--- src/rtl/mem_bus_arbiter_if.sv ---
// Bus bundle between the CPU, the debug/DMA master and the memory decode.
// The arbiter takes the slave view. The environment (CPU, debug master and
// memory) takes the master view.
interface mem_bus_arbiter_if;
    logic [15:0] cpu_adr;
    logic        cpu_rw;
    logic [7:0]  cpu_dout;
    logic [7:0]  cpu_din;
    logic        cpu_rdy;

    logic        dbg_req;
    logic [15:0] dbg_adr;
    logic        dbg_rw;
    logic [7:0]  dbg_dout;
    logic        dbg_gnt;
    logic        dbg_ack;
    logic [7:0]  dbg_din;

    logic [15:0] mem_adr;
    logic        mem_rw;
    logic [7:0]  mem_dout;
    logic [7:0]  mem_din;

    modport slave (
        input  cpu_adr, cpu_rw, cpu_dout,
        input  dbg_req, dbg_adr, dbg_rw, dbg_dout,
        input  mem_din,
        output cpu_din, cpu_rdy,
        output dbg_gnt, dbg_ack, dbg_din,
        output mem_adr, mem_rw, mem_dout
    );

    modport master (
        output cpu_adr, cpu_rw, cpu_dout,
        output dbg_req, dbg_adr, dbg_rw, dbg_dout,
        output mem_din,
        input  cpu_din, cpu_rdy,
        input  dbg_gnt, dbg_ack, dbg_din,
        input  mem_adr, mem_rw, mem_dout
    );
endinterface

--- src/rtl/mem_bus_arbiter.sv ---
// Shares the system memory bus between the CPU and a debug/DMA master.
// Debug bursts are bounded. After each handback the CPU is guaranteed a
// minimum window before the debug master can be granted again.
module mem_bus_arbiter #(
    parameter int DBG_BURST_MAX = 4,
    parameter int CPU_MIN       = 2
) (
    input logic              clk,
    input logic              n_reset,
    mem_bus_arbiter_if.slave bus
);

    localparam int BURST_W = $clog2(DBG_BURST_MAX + 1);
    localparam int HOLD_W  = (CPU_MIN > 1) ? $clog2(CPU_MIN) : 1;
    localparam logic [BURST_W-1:0] BURST_LAST = BURST_W'(DBG_BURST_MAX - 1);
    localparam logic [HOLD_W-1:0]  HOLD_LOAD  = HOLD_W'(CPU_MIN - 1);

    typedef enum logic [1:0] {
        S_CPU,
        S_TURN_D,
        S_DBG,
        S_TURN_C
    } state_t;

    state_t              state, state_nxt;
    logic [BURST_W-1:0]  burst_cnt, burst_nxt;
    // Counts down the CPU cycles still owed before a re-grant.
    // When it is 0 the debug master may pre-empt the CPU in the current cycle.
    // Out of reset it is 0, so the debug master can take the bus at once.
    // After a handback the CPU keeps the bus for exactly CPU_MIN cycles.
    logic [HOLD_W-1:0]   hold_cnt, hold_nxt;
    logic                accept;
    logic                acc_d1;
    logic                rd_d1;
    logic                ack_q;
    logic [7:0]          din_q;

    // Next-state, counter updates and bus steering for the current owner.
    always_comb begin
        // NOTE: every output of this block gets a default first, so no path can
        // leave one unassigned and infer a latch.
        state_nxt    = state;
        burst_nxt    = burst_cnt;
        hold_nxt     = hold_cnt;
        accept       = 1'b0;
        bus.cpu_rdy  = 1'b0;
        bus.dbg_gnt  = 1'b0;
        bus.mem_adr  = bus.cpu_adr;
        bus.mem_rw   = 1'b1;
        bus.mem_dout = bus.cpu_dout;

        case (state)
            S_CPU: begin
                bus.cpu_rdy = 1'b1;
                bus.mem_rw  = bus.cpu_rw;
                if (bus.dbg_req && hold_cnt == '0) begin
                    state_nxt = S_TURN_D;
                end else if (hold_cnt != '0) begin
                    hold_nxt = hold_cnt - HOLD_W'(1);
                end
            end
            S_TURN_D: begin
                burst_nxt = '0;
                state_nxt = S_DBG;
            end
            S_DBG: begin
                bus.dbg_gnt  = 1'b1;
                bus.mem_adr  = bus.dbg_adr;
                bus.mem_dout = bus.dbg_dout;
                if (bus.dbg_req) begin
                    accept     = 1'b1;
                    bus.mem_rw = bus.dbg_rw;
                    burst_nxt  = burst_cnt + BURST_W'(1);
                    if (burst_cnt == BURST_LAST) begin
                        state_nxt = S_TURN_C;
                    end
                end else begin
                    state_nxt = S_TURN_C;
                end
            end
            S_TURN_C: begin
                hold_nxt  = HOLD_LOAD;
                state_nxt = S_CPU;
            end
            default: state_nxt = S_CPU;
        endcase
    end

    // Arbitration state and counters.
    always_ff @(posedge clk) begin
        // NOTE: registers use non-blocking assignments, so every flop samples
        // values from before the edge, whatever the order of the statements.
        if (!n_reset) begin
            state     <= S_CPU;
            burst_cnt <= '0;
            hold_cnt  <= '0;
        end else begin
            state     <= state_nxt;
            burst_cnt <= burst_nxt;
            hold_cnt  <= hold_nxt;
        end
    end

    // Ack pipeline. An access accepted in cycle k has its memory data in k+1
    // and is acknowledged in k+2.
    // This pipeline keeps running after the handback back to the CPU.
    always_ff @(posedge clk) begin
        if (!n_reset) begin
            acc_d1 <= 1'b0;
            rd_d1  <= 1'b0;
            ack_q  <= 1'b0;
            din_q  <= 8'h00;
        end else begin
            acc_d1 <= accept;
            rd_d1  <= accept & bus.dbg_rw;
            ack_q  <= acc_d1;
            if (rd_d1) begin
                din_q <= bus.mem_din;
            end
        end
    end

    assign bus.cpu_din = bus.mem_din;
    assign bus.dbg_ack = ack_q;
    assign bus.dbg_din = din_q;

endmodule

--- src/flat_wrapper.sv ---
// flat-port wrapper written by rule: the top's interface ports become plain ports
module mem_bus_arbiter_flat 
#(
    parameter int DBG_BURST_MAX = 4,
    parameter int CPU_MIN       = 2
)
  (clk, n_reset, bus_cpu_adr, bus_cpu_rw, bus_cpu_dout, bus_dbg_req, bus_dbg_adr, bus_dbg_rw, bus_dbg_dout, bus_mem_din, bus_cpu_din, bus_cpu_rdy, bus_dbg_gnt, bus_dbg_ack, bus_dbg_din, bus_mem_adr, bus_mem_rw, bus_mem_dout);
  mem_bus_arbiter_if bus_i ();
  input logic clk;
  input logic n_reset;
  input wire logic [$bits(bus_i.cpu_adr)-1:0] bus_cpu_adr;
  input wire logic [$bits(bus_i.cpu_rw)-1:0] bus_cpu_rw;
  input wire logic [$bits(bus_i.cpu_dout)-1:0] bus_cpu_dout;
  input wire logic [$bits(bus_i.dbg_req)-1:0] bus_dbg_req;
  input wire logic [$bits(bus_i.dbg_adr)-1:0] bus_dbg_adr;
  input wire logic [$bits(bus_i.dbg_rw)-1:0] bus_dbg_rw;
  input wire logic [$bits(bus_i.dbg_dout)-1:0] bus_dbg_dout;
  input wire logic [$bits(bus_i.mem_din)-1:0] bus_mem_din;
  output wire logic [$bits(bus_i.cpu_din)-1:0] bus_cpu_din;
  output wire logic [$bits(bus_i.cpu_rdy)-1:0] bus_cpu_rdy;
  output wire logic [$bits(bus_i.dbg_gnt)-1:0] bus_dbg_gnt;
  output wire logic [$bits(bus_i.dbg_ack)-1:0] bus_dbg_ack;
  output wire logic [$bits(bus_i.dbg_din)-1:0] bus_dbg_din;
  output wire logic [$bits(bus_i.mem_adr)-1:0] bus_mem_adr;
  output wire logic [$bits(bus_i.mem_rw)-1:0] bus_mem_rw;
  output wire logic [$bits(bus_i.mem_dout)-1:0] bus_mem_dout;
  assign bus_i.cpu_adr = bus_cpu_adr;
  assign bus_i.cpu_rw = bus_cpu_rw;
  assign bus_i.cpu_dout = bus_cpu_dout;
  assign bus_i.dbg_req = bus_dbg_req;
  assign bus_i.dbg_adr = bus_dbg_adr;
  assign bus_i.dbg_rw = bus_dbg_rw;
  assign bus_i.dbg_dout = bus_dbg_dout;
  assign bus_i.mem_din = bus_mem_din;
  assign bus_cpu_din = bus_i.cpu_din;
  assign bus_cpu_rdy = bus_i.cpu_rdy;
  assign bus_dbg_gnt = bus_i.dbg_gnt;
  assign bus_dbg_ack = bus_i.dbg_ack;
  assign bus_dbg_din = bus_i.dbg_din;
  assign bus_mem_adr = bus_i.mem_adr;
  assign bus_mem_rw = bus_i.mem_rw;
  assign bus_mem_dout = bus_i.mem_dout;
  mem_bus_arbiter #(.DBG_BURST_MAX(DBG_BURST_MAX), .CPU_MIN(CPU_MIN)) u_core (.clk(clk), .n_reset(n_reset), .bus(bus_i));
endmodule
--- config.mk ---
export PLATFORM = sky130hd
export DESIGN_NAME = mem_bus_arbiter_flat
export DESIGN_NICKNAME = d
export VERILOG_FILES = /design/src/rtl/mem_bus_arbiter_if.sv /design/src/rtl/mem_bus_arbiter.sv /design/src/flat_wrapper.sv
export SDC_FILE = /design/constraint.sdc
export NUM_CORES = 1
export LEC_CHECK = 0
export CAP_MARGIN = 20
export CORE_ASPECT_RATIO = 1.5
export CORE_MARGIN = 1.5
export CORE_UTILIZATION = 34
export CTS_BUF_LIST = sky130_fd_sc_hd__clkbuf_4
export CTS_CLUSTER_DIAMETER = 40
export DETAILED_ROUTE_END_ITERATION = 8
export PLACE_DENSITY = 0.88
export SETUP_SLACK_MARGIN = 0.1
export SLEW_MARGIN = 10
export SYNTH_ARGS = -nofsm -noshare
export SYNTH_HDL_FRONTEND = slang
export SYNTH_SLANG_ARGS = --single-unit
--- constraint.sdc ---
create_clock -name clk -period 2.6 [get_ports clk]
set_input_delay 0.26 -clock clk [delete_from_list [all_inputs] [get_ports clk]]
set_output_delay 0.26 -clock clk [all_outputs]
set_load 0.03 [all_outputs]
==> Yosys cells after proc, flatten, opt, wreduce, memory -nomap -nowiden <==
Index checks and enable logic that the tools add are counted.
{ "word_totals": {"regBits": 17, "inputBits": 61, "output_inout_bits": 44, "elab_cells": 43} }
{ "classes": {"add_sub_neg": 2, "n_eq_ne": 8, "mux": 17, "bitwise": 2, "n_reduce_logical": 7} }
{ "op_table": {"columns": ["operator", "n"], "rows": [
  ["$mux W16", 1],
  ["$mux W8", 1],
  ["$pmux W2 S4", 1],
  ["$mux W1", 7],
  ["$mux W2", 3],
  ["$pmux W3 S2", 1],
  ["$reduce_and A2 Y1", 3],
  ["$eq A2 B2 Y1 const B", 2],
  ["$ne A2 B2 Y1 const B", 2],
  ["$pmux W1 S2", 2],
  ["$reduce_bool A2 Y1", 2],
  ["$add A3 B1 Y3 const B", 1],
  ["$eq A3 B2 Y1 const B", 1],
  ["$mux W3", 1],
  ["$ne A3 B2 Y1 const B", 1],
  ["$eq A2 B1 Y1 const B", 1],
  ["$logic_not A2 Y1", 1],
  ["$ne A2 B1 Y1 const B", 1],
  ["$and A1 B1 Y1", 1],
  ["$logic_and A1 B1 Y1", 1],
  ["$not A1 Y1", 1],
  ["$sub A1 B1 Y1 const B", 1]
]} }

==> Logic depth before layout (Yosys ltp) <==
Gate-level depths: netlist of the first run.
{ "depth": {"depth_word": 4, "mapped_depth": 7, "depth_no_buf": 5} }

==> Least setup slack after synthesis of the first run <==
Ideal clock, no wire load.
{ "synth_path": {"path_type": "flip-flop to output port", "start": "reg u_core.state[0]", "end": "out bus_mem_adr[10]", "arrival_time_ps": 1518, "t_required_ps": 2340, "slack_ps": 822, "stages_incl_launch_ff": 6, "n_path_buf": 2, "cell_sequence": "dfxtp_1 -> inv_1 -> ha_1 -> buf_6 -> buf_12 -> mux2_4"} }
{ "synth_between": {"elab_chain_cells": 2} }
{ "synth_rtl": {"columns": ["element", "line_no", "source"], "rows": [
  ["from (decl)", "mem_bus_arbiter.sv:25", "state_t state, state_nxt;"],
  ["from (signal assigned)", "mem_bus_arbiter.sv:98", "state <= state_nxt;"],
  ["$eq A2 B2 Y1", "mem_bus_arbiter.sv:52", "case (state)"],
  ["$mux W16", "mem_bus_arbiter.sv:52", null],
  ["to (decl)", "flat_wrapper.sv:24", "output wire logic [$bits(bus_i.mem_adr)-1:0] bus_mem_adr;"]
]} }
Every way passes these cells.

==> Worst setup path in the final report of the first run <==
{ "layout_path": {"start": "reg u_core.state[0]", "end": "out bus_mem_adr[3]"} }
Same word-level chain as after synthesis.

==> flow_summary.yaml, run 1 <==
floorplanning:
  num_rows: 25
  pin_count: 105
  die_w_um: 50.5
  dieArea_um2: 3750
  initial_utilization_pct: 36.0
  dieHeight_um: 74.2
  core_um2: 3190
route:
  drcViolationCount: 0
  wl_per_cell_um: 13.0
  drt-pass1-iter-count: 4
  viasPerCell: 4.71
  drt_wl_total_um: 3200
  ant_nets: 0
  vias: 1153
  drt_iter0_drc: 11
clocking:
  cts_tree: "yes"
  post_cts_buffers: 0
  h-tree-depth: 1
  clock_sinks: 17
  hold_buffers: 0
  clk_pin_slew_ps: 80
  cts_root_buffer: "clkbuf_4"
  cts_buffers: 3
  clkLatencyLatePin_ps: 280
  cts_buffer_depth: 2
setup_path:
  crit_fanout: 24
  regToRegStartpoint: "u_core.state[0]"
  r2r-end: "u_core.state[1]"
  worstPathRequired_ps: 2340
  end_kind: "primary output"
  rr_worst_depth: 6
  cp.arrival_ps: 2140
  ff2ff_setup_slack_ps: 1000
  critical_path_class: "reg2out"
  start_kind: "flop"
timing:
  finalSetupTns_ps: 0
  min_period_ps: 2400
  worst-slew-pin-transition_ps: 458
  finalHoldViolCount: 0
  final_max_slew_viol_count: 0
  finClkSkew_ps: 2.89
  grt_setup_unrepaired: "false"
  fmaxAchievable_mhz: 416
  post-route-period-util_pct: 92.4
  setup_viol: 0
  relSlewSlack_pct: 69.4
pwr:
  p_seq_share_pct: 22.8
  powerDensity_nw_per_um2: 613
  netSwitchingFraction_pct: 41.0
  power.total_mw: 1.32
  pwr-share-comb_pct: 66.5
  power_frac_clock_pct: 10.6
  p_int_mw: 0.781
  leakagePower_nw: 0.858
  netSwitchingPower_mw: 0.542
  peakVddDrop_v: 0.000331
global_routing:
  grt_pass1_wl_um: 5180
  grt_max_degree: 25
  gr-total-overflow: 0
  antenna_found_initial: 0
  grt_pass1_vias: 1191
  grt_use_total_pct: 17.8
placed_design:
  io_buffers: 104
  place_congestion: 0.758
  dpl.hpwl_um: 2830
yosys:
  syn_nets: 176
  synthCells: 108
  ys_ff_latch: 17
  synth_cell_type_count: 27
  yosysSeqAreaShare_pct: 29.6
  synth_area_um2: 1150
  synth_warnings: 0
  avgSynthCellArea_um2: 10.6
min_path:
  hold_path_startpoint: "u_core.acc_d1"
  hp-class: "reg2reg"
  hold_end: "u_core.bus.dbg_ack"
  hold_depth: 1
final_layout:
  area_growth_pct: 87.6
  antennaDiodeCount: 0
  layout_common_cells: "92 x clkdlybuf4s50_1, 17 x dfxtp_1, 16 x mux2_2"
  final_common_cell: "clkdlybuf4s50_1"
  nFillCells: 268
  nets: 274
  layout-drive-gt1-share_pct: 20.0
job:
  drv_cap: 0
run_status:
  status: "complete, no violations"
[final cells by class]
type | instances | area [µm²] | share of cell area (%)
Inverter | 4 | 15.0 | 0.696
Multi-Input combinational cell | 74 | 687 | 31.8
Sequential cell | 17 | 340 | 15.8
Tap cell | 40 | 50.0 | 2.32
Timing Repair Buffer | 106 | 1030 | 48.0
Clock buffer | 4 | 30.0 | 1.39
[flip-flops by register name, indices dropped and copies added (netlist names)]
| register | count |
|---|---|
| u_core.hold_cnt | 1 |
| u_core.state | 2 |
| u_core.burst_cnt | 3 |
| u_core.rd_d1 | 1 |
| u_core.acc_d1 | 1 |
| u_core.bus.dbg_ack | 1 |
| u_core.bus.dbg_din | 8 |
[power groups by stage]
stage | clock network [mW] | logic [mW] | registers (mW)
after detailed placement | 0 | 0.883 | 0.308
after global placement | 0 | 0.865 | 0.304
final | 0.141 | 0.881 | 0.302
after CTS | 0.147 | 0.886 | 0.302
after floorplan | 0 | 0.575 | 0.310
after global routing | 0.159 | 0.941 | 0.304
[logic make-up (layout without fill, tap and decap cells)]
kind of cell | Yosys count | in the layout | share of synthesized area (%)
AND/OR/NAND/NOR | 24 | 24 | 11.4
flip-flops | 17 | 17 | 29.6
AO/OA/AOI/OAI | 9 | 9 | 5.88
adder cells (fa/ha/maj) | 7 | 7 | 7.62
buffers and inverters | 17 | 114 | 10.7
multiplexers | 34 | 34 | 34.8
[stage by stage]
stage	utilization, %	instance area (µm²)	cells	setup slack [ps]	hold WS (ps)
5_1_grt	67.6	2160	245	108	460
4_1_cts	67.4	2150	245	117	448
2_1_floorplan	-	1150	108	822	382
6_report	67.6	2160	245	197	443
3_5_place_dp	66.5	2120	241	446	427
3_3_place_gp	66.5	2120	241	520	415
[critical path, cell delays in order (launching register included)]
cell	delay (ps)
dfxtp_1	350
inv_1	110
ha_1	200
buf_6	230
mux2_2	360
clkdlybuf4s50_1	600
[worst max path at each step]
stage	slack [ps]	startpoint	to	cells after the start
final	200	u_core.state[0]	bus_mem_adr[3]	5
after global routing	110	u_core.state[0]	bus_mem_adr[7]	5
after CTS	120	u_core.state[0]	bus_mem_adr[3]	5
after detailed placement	450	u_core.state[0]	bus_mem_adr[3]	5
after global placement	520	u_core.state[0]	bus_mem_dout[4]	5
after floorplan	820	u_core.state[0]	bus_mem_adr[10]	5
[cell usage after synthesis]
master | count | area, µm²
mux2i_1 | 10 | 100
or2_0 | 1 | 6.26
a211o_1 | 1 | 8.76
nor2_1 | 1 | 3.75
o211a_1 | 1 | 10.0
buf_6 | 1 | 11.3
and2_1 | 2 | 12.5
and3_1 | 1 | 6.26
nand2b_1 | 1 | 6.26
inv_1 | 4 | 15.0
a2bb2oi_1 | 2 | 17.5
nor2b_1 | 10 | 62.6
mux2_2 | 16 | 180
a32oi_1 | 1 | 8.76
buf_12 | 1 | 20.0
o21ai_1 | 1 | 5.00
dfxtp_1 | 17 | 340
mux2_4 | 8 | 120
buf_2 | 1 | 5.00
nand3b_1 | 1 | 7.51
o21ai_0 | 1 | 5.00
nand2_1 | 7 | 26.3
ha_1 | 7 | 87.6
clkbuf_1 | 1 | 3.75
a21oi_1 | 1 | 5.00
buf_4 | 9 | 67.6
a21boi_0 | 1 | 7.51
[routing by layer]
layer / up-vias / wire (µm) / track usage [%]
met5: - / 0 / 0
met4: 0 / 0 / 3.60
met3: 0 / 244 / 2.41
met2: 65 / 1870 / 38.7
met1: 528 / 1080 / 16.9
li1: 560 / - / -
[repair_timing]
action,4_1_cts,5_1_grt
gates resized for setup,0,2
hold endpoints to repair,0,0
setup endpoints to repair,0,15
No activity file was read; power rests on OpenSTA's default activity.
==> run 2, diff against run 1 <==
- ABC_AREA: default -> 1
- CORE_UTILIZATION: 34 -> 33
- PLACE_DENSITY: 0.88 -> 0.87
- RECOVER_POWER: default -> 50
==> run 2 against run 1 <==
Die area is 0.63% lower. First-iteration DRC count grew to 2.5 times the previous value. Utilization is 0.27 points higher. Final cell count is 29% higher. Wire length is 12% higher. Synthesized area is 3.6% lower. Register-to-register slack better by 160 ps. Power is 14% higher. Worst hold slack worse by 20 ps. Critical path depth is 1 higher. Non-clock buffer count stayed put. Synthesized cell count is 66% higher.
==> flow_summary.yaml, run 2 <==
run_status:
  status: "complete, no violations"
setup_path:
  regToRegStartpoint: "u_core.state[0]"
  cp.arrival_ps: 2100
  worstPathRequired_ps: 2340
  cp_num_buf_inv: 3
  critPathCapture: "bus_mem_dout[0]"
  path_depth: 6
  path_common_cell: "nand2_1"
  start_kind: "flop"
  end_kind: "primary output"
  ff2ff_setup_slack_ps: 1160
  rr_worst_depth: 9
  crit_fanout: 25
  r2r-end: "u_core.burst_cnt[1]"
  crit_family: "buffers and inverters"
  slowest_delay_ps: 690
  cp-startpoint: "u_core.state[0]"
  slowest_stage: "clkdlybuf4s50_1"
  crit_chain: "inv_1, ha_1, clkinv_2, nand2_1, nand2_1, clkdlybuf4s50_1"
  critical_path_class: "reg2out"
final_layout:
  final_common_cell: "nand2_1"
  postLayoutCellArea_um2: 2170
  multi_input_area_um2: 597
  layout-drive-gt1-share_pct: 2.55
  regArea_um2: 340
  nets: 344
  layout_common_cells: "87 x nand2_1, 72 x clkdlybuf4s50_1, 21 x nor2_1"
  area_growth_pct: 95.4
  antennaDiodeCount: 0
  largest_reg_flops: 8
  nFillCells: 274
yosys:
  synthArstFlopShare_pct: 0
  synth_common_cells: "86 x nand2_1, 21 x nor2_1, 17 x dfxtp_1"
  synth_area_leaders: "dfxtp_1 31%, nand2_1 29%, ha_1 7.9%"
  yosysTopAreaCell: "dfxtp_1"
  synthCells: 179
  syn_nets: 247
  yosysSeqAreaShare_pct: 30.7
  synth_edf_count: 0
  ys_ff_latch: 17
  synth_warnings: 0
  synth_top_area_share_pct: 30.7
  synth_most_common_cell: "nand2_1"
  avgSynthCellArea_um2: 6.19
  synth_cell_type_count: 17
  yosys_most_used_dff: "dfxtp_1"
  synth_area_um2: 1110
route:
  wl_per_cell_um: 11.4
  wl_met1_um: 1380
  drt_iter0_drc: 28
  drt-pass1-iter-count: 4
  routed-wl-met3_um: 476
  drcViolationCount: 0
  drt_wl_total_um: 3580
  ant_nets: 0
  vias: 1450
  topRoutingLayerUsed: "met4"
  viasPerCell: 4.60
  wl_met2_um: 1640
floorplanning:
  core_um2: 3190
  die_w_um: 50.3
  num_rows: 25
  pin_count: 105
  initial_utilization_pct: 34.7
  dieHeight_um: 74.0
  dieArea_um2: 3720
clocking:
  clock_sinks: 17
  h-tree-depth: 1
  hold_buffers: 0
  cts_buffers: 3
  cts_root_buffer: "clkbuf_4"
  clk_pin_slew_ps: 100
  cts_tree: "yes"
  cts_buffer_depth: 2
  post_cts_buffers: 0
  clkLatencyLatePin_ps: 290
timing:
  grt_setup_unrepaired: "true"
  post-route-period-util_pct: 90.8
  setup_viol: 0
  fmaxAchievable_mhz: 424
  finalHoldViolCount: 0
  finClkSkew_ps: 6.30
  relSlewSlack_pct: 68.7
  min_period_ps: 2360
  worst-slew-pin-transition_ps: 469
  final_max_slew_viol_count: 0
  finalSetupTns_ps: 0
job:
  drv_cap: 0
global_routing:
  grt_max_degree: 26
  grt_pass1_wl_um: 5340
  gr-total-overflow: 0
  grt_use_total_pct: 18.3
  grt_pass1_vias: 1264
  antenna_found_initial: 0
placed_design:
  place_area_um2: 2110
  place_congestion: 0.835
  io_buffers: 104
  dpl.hpwl_um: 2880
min_path:
  hp-class: "reg2reg"
pwr:
  peakVddDrop_v: 0.000570
  leakagePower_nw: 1.20
  powerDensity_nw_per_um2: 699
-- run 2: cell types whose count changed after synthesis, moves of 8 or more --
cell	before	now
nand2_1	7	86
nor2b_1	10	0
o21ai_0	1	10
mux2_4	8	0
mux2_2	16	0
inv_1	4	12
mux2i_1	10	0
nor2_1	1	21
-- run 2: worst reg2reg max path: cells and delay by family, from the launching register on --
family	cells	cell delay (ps)
buf+inv	4	420
flops	1	400
simple gates	3	240
compound gates	1	70
fa+ha+maj	1	230
-- run 2: per-layer routing --
| metal | up-vias | GRT usage (%) |
|---|---|---|
| met5 | - | 0 |
| met3 | 9 | 6.02 |
| li1 | 730 | - |
| met1 | 621 | 18.3 |
| met4 | 0 | 9.01 |
| met2 | 90 | 33.8 |
-- run 2: how the worst min path moves through the flow --
stage                             start  slack [ps]  cells after the start                 end
after floorplan                 n_reset         390                      2       u_core.acc_d1
after global placement    u_core.acc_d1         400                      2  u_core.bus.dbg_ack
after detailed placement  u_core.acc_d1         400                      2  u_core.bus.dbg_ack
after CTS                 u_core.acc_d1         430                      2  u_core.bus.dbg_ack
after global routing      u_core.acc_d1         440                      2  u_core.bus.dbg_ack
final                     u_core.acc_d1         420                      2  u_core.bus.dbg_ack
-- run 2: timing repair --
action / 4_1_cts / 5_1_grt
endpoints found under the setup margin: 0 / 25
gates resized for setup: 0 / 19
hold endpoints to repair: 0 / 0
-- run 2: kinds of logic after synthesis --
family	synth area share, %
adders and majority gates	7.90
DFF	30.7
AOI/OAI and AO/OA	8.35
buffers and inverters	13.8
and+or+nand+nor	39.3
-- run 2: final cells by class --
class | count | share of cell area, %
Timing Repair Buffer | 106 | 50.8
Clock buffer | 3 | 1.04
Sequential cell | 17 | 15.7
Clock inverter | 1 | 0.231
Multi-Input combinational cell | 135 | 27.6
Inverter | 13 | 2.31
Tap cell | 40 | 2.31
-- run 2: per-stage QoR --
stage | power, mW | setup slack, ps | hold slack [ps] | utilization [%] | std cells
floorplan | 0.978 | 828 | 389 | - | 179
global route | 1.61 | 77.9 | 442 | 67.9 | 315
global placement | 1.39 | 517 | 401 | 66.2 | 311
detailed placement | 1.41 | 460 | 402 | 66.2 | 311
finish | 1.51 | 239 | 424 | 67.9 | 315
CTS | 1.56 | 128 | 426 | 67.0 | 315
-- run 2: power breakdown --
group          total, mW  internal (mW)  switching, mW
logic               1.06          0.429          0.631
registers          0.313          0.290         0.0231
clock network      0.140         0.0573         0.0825
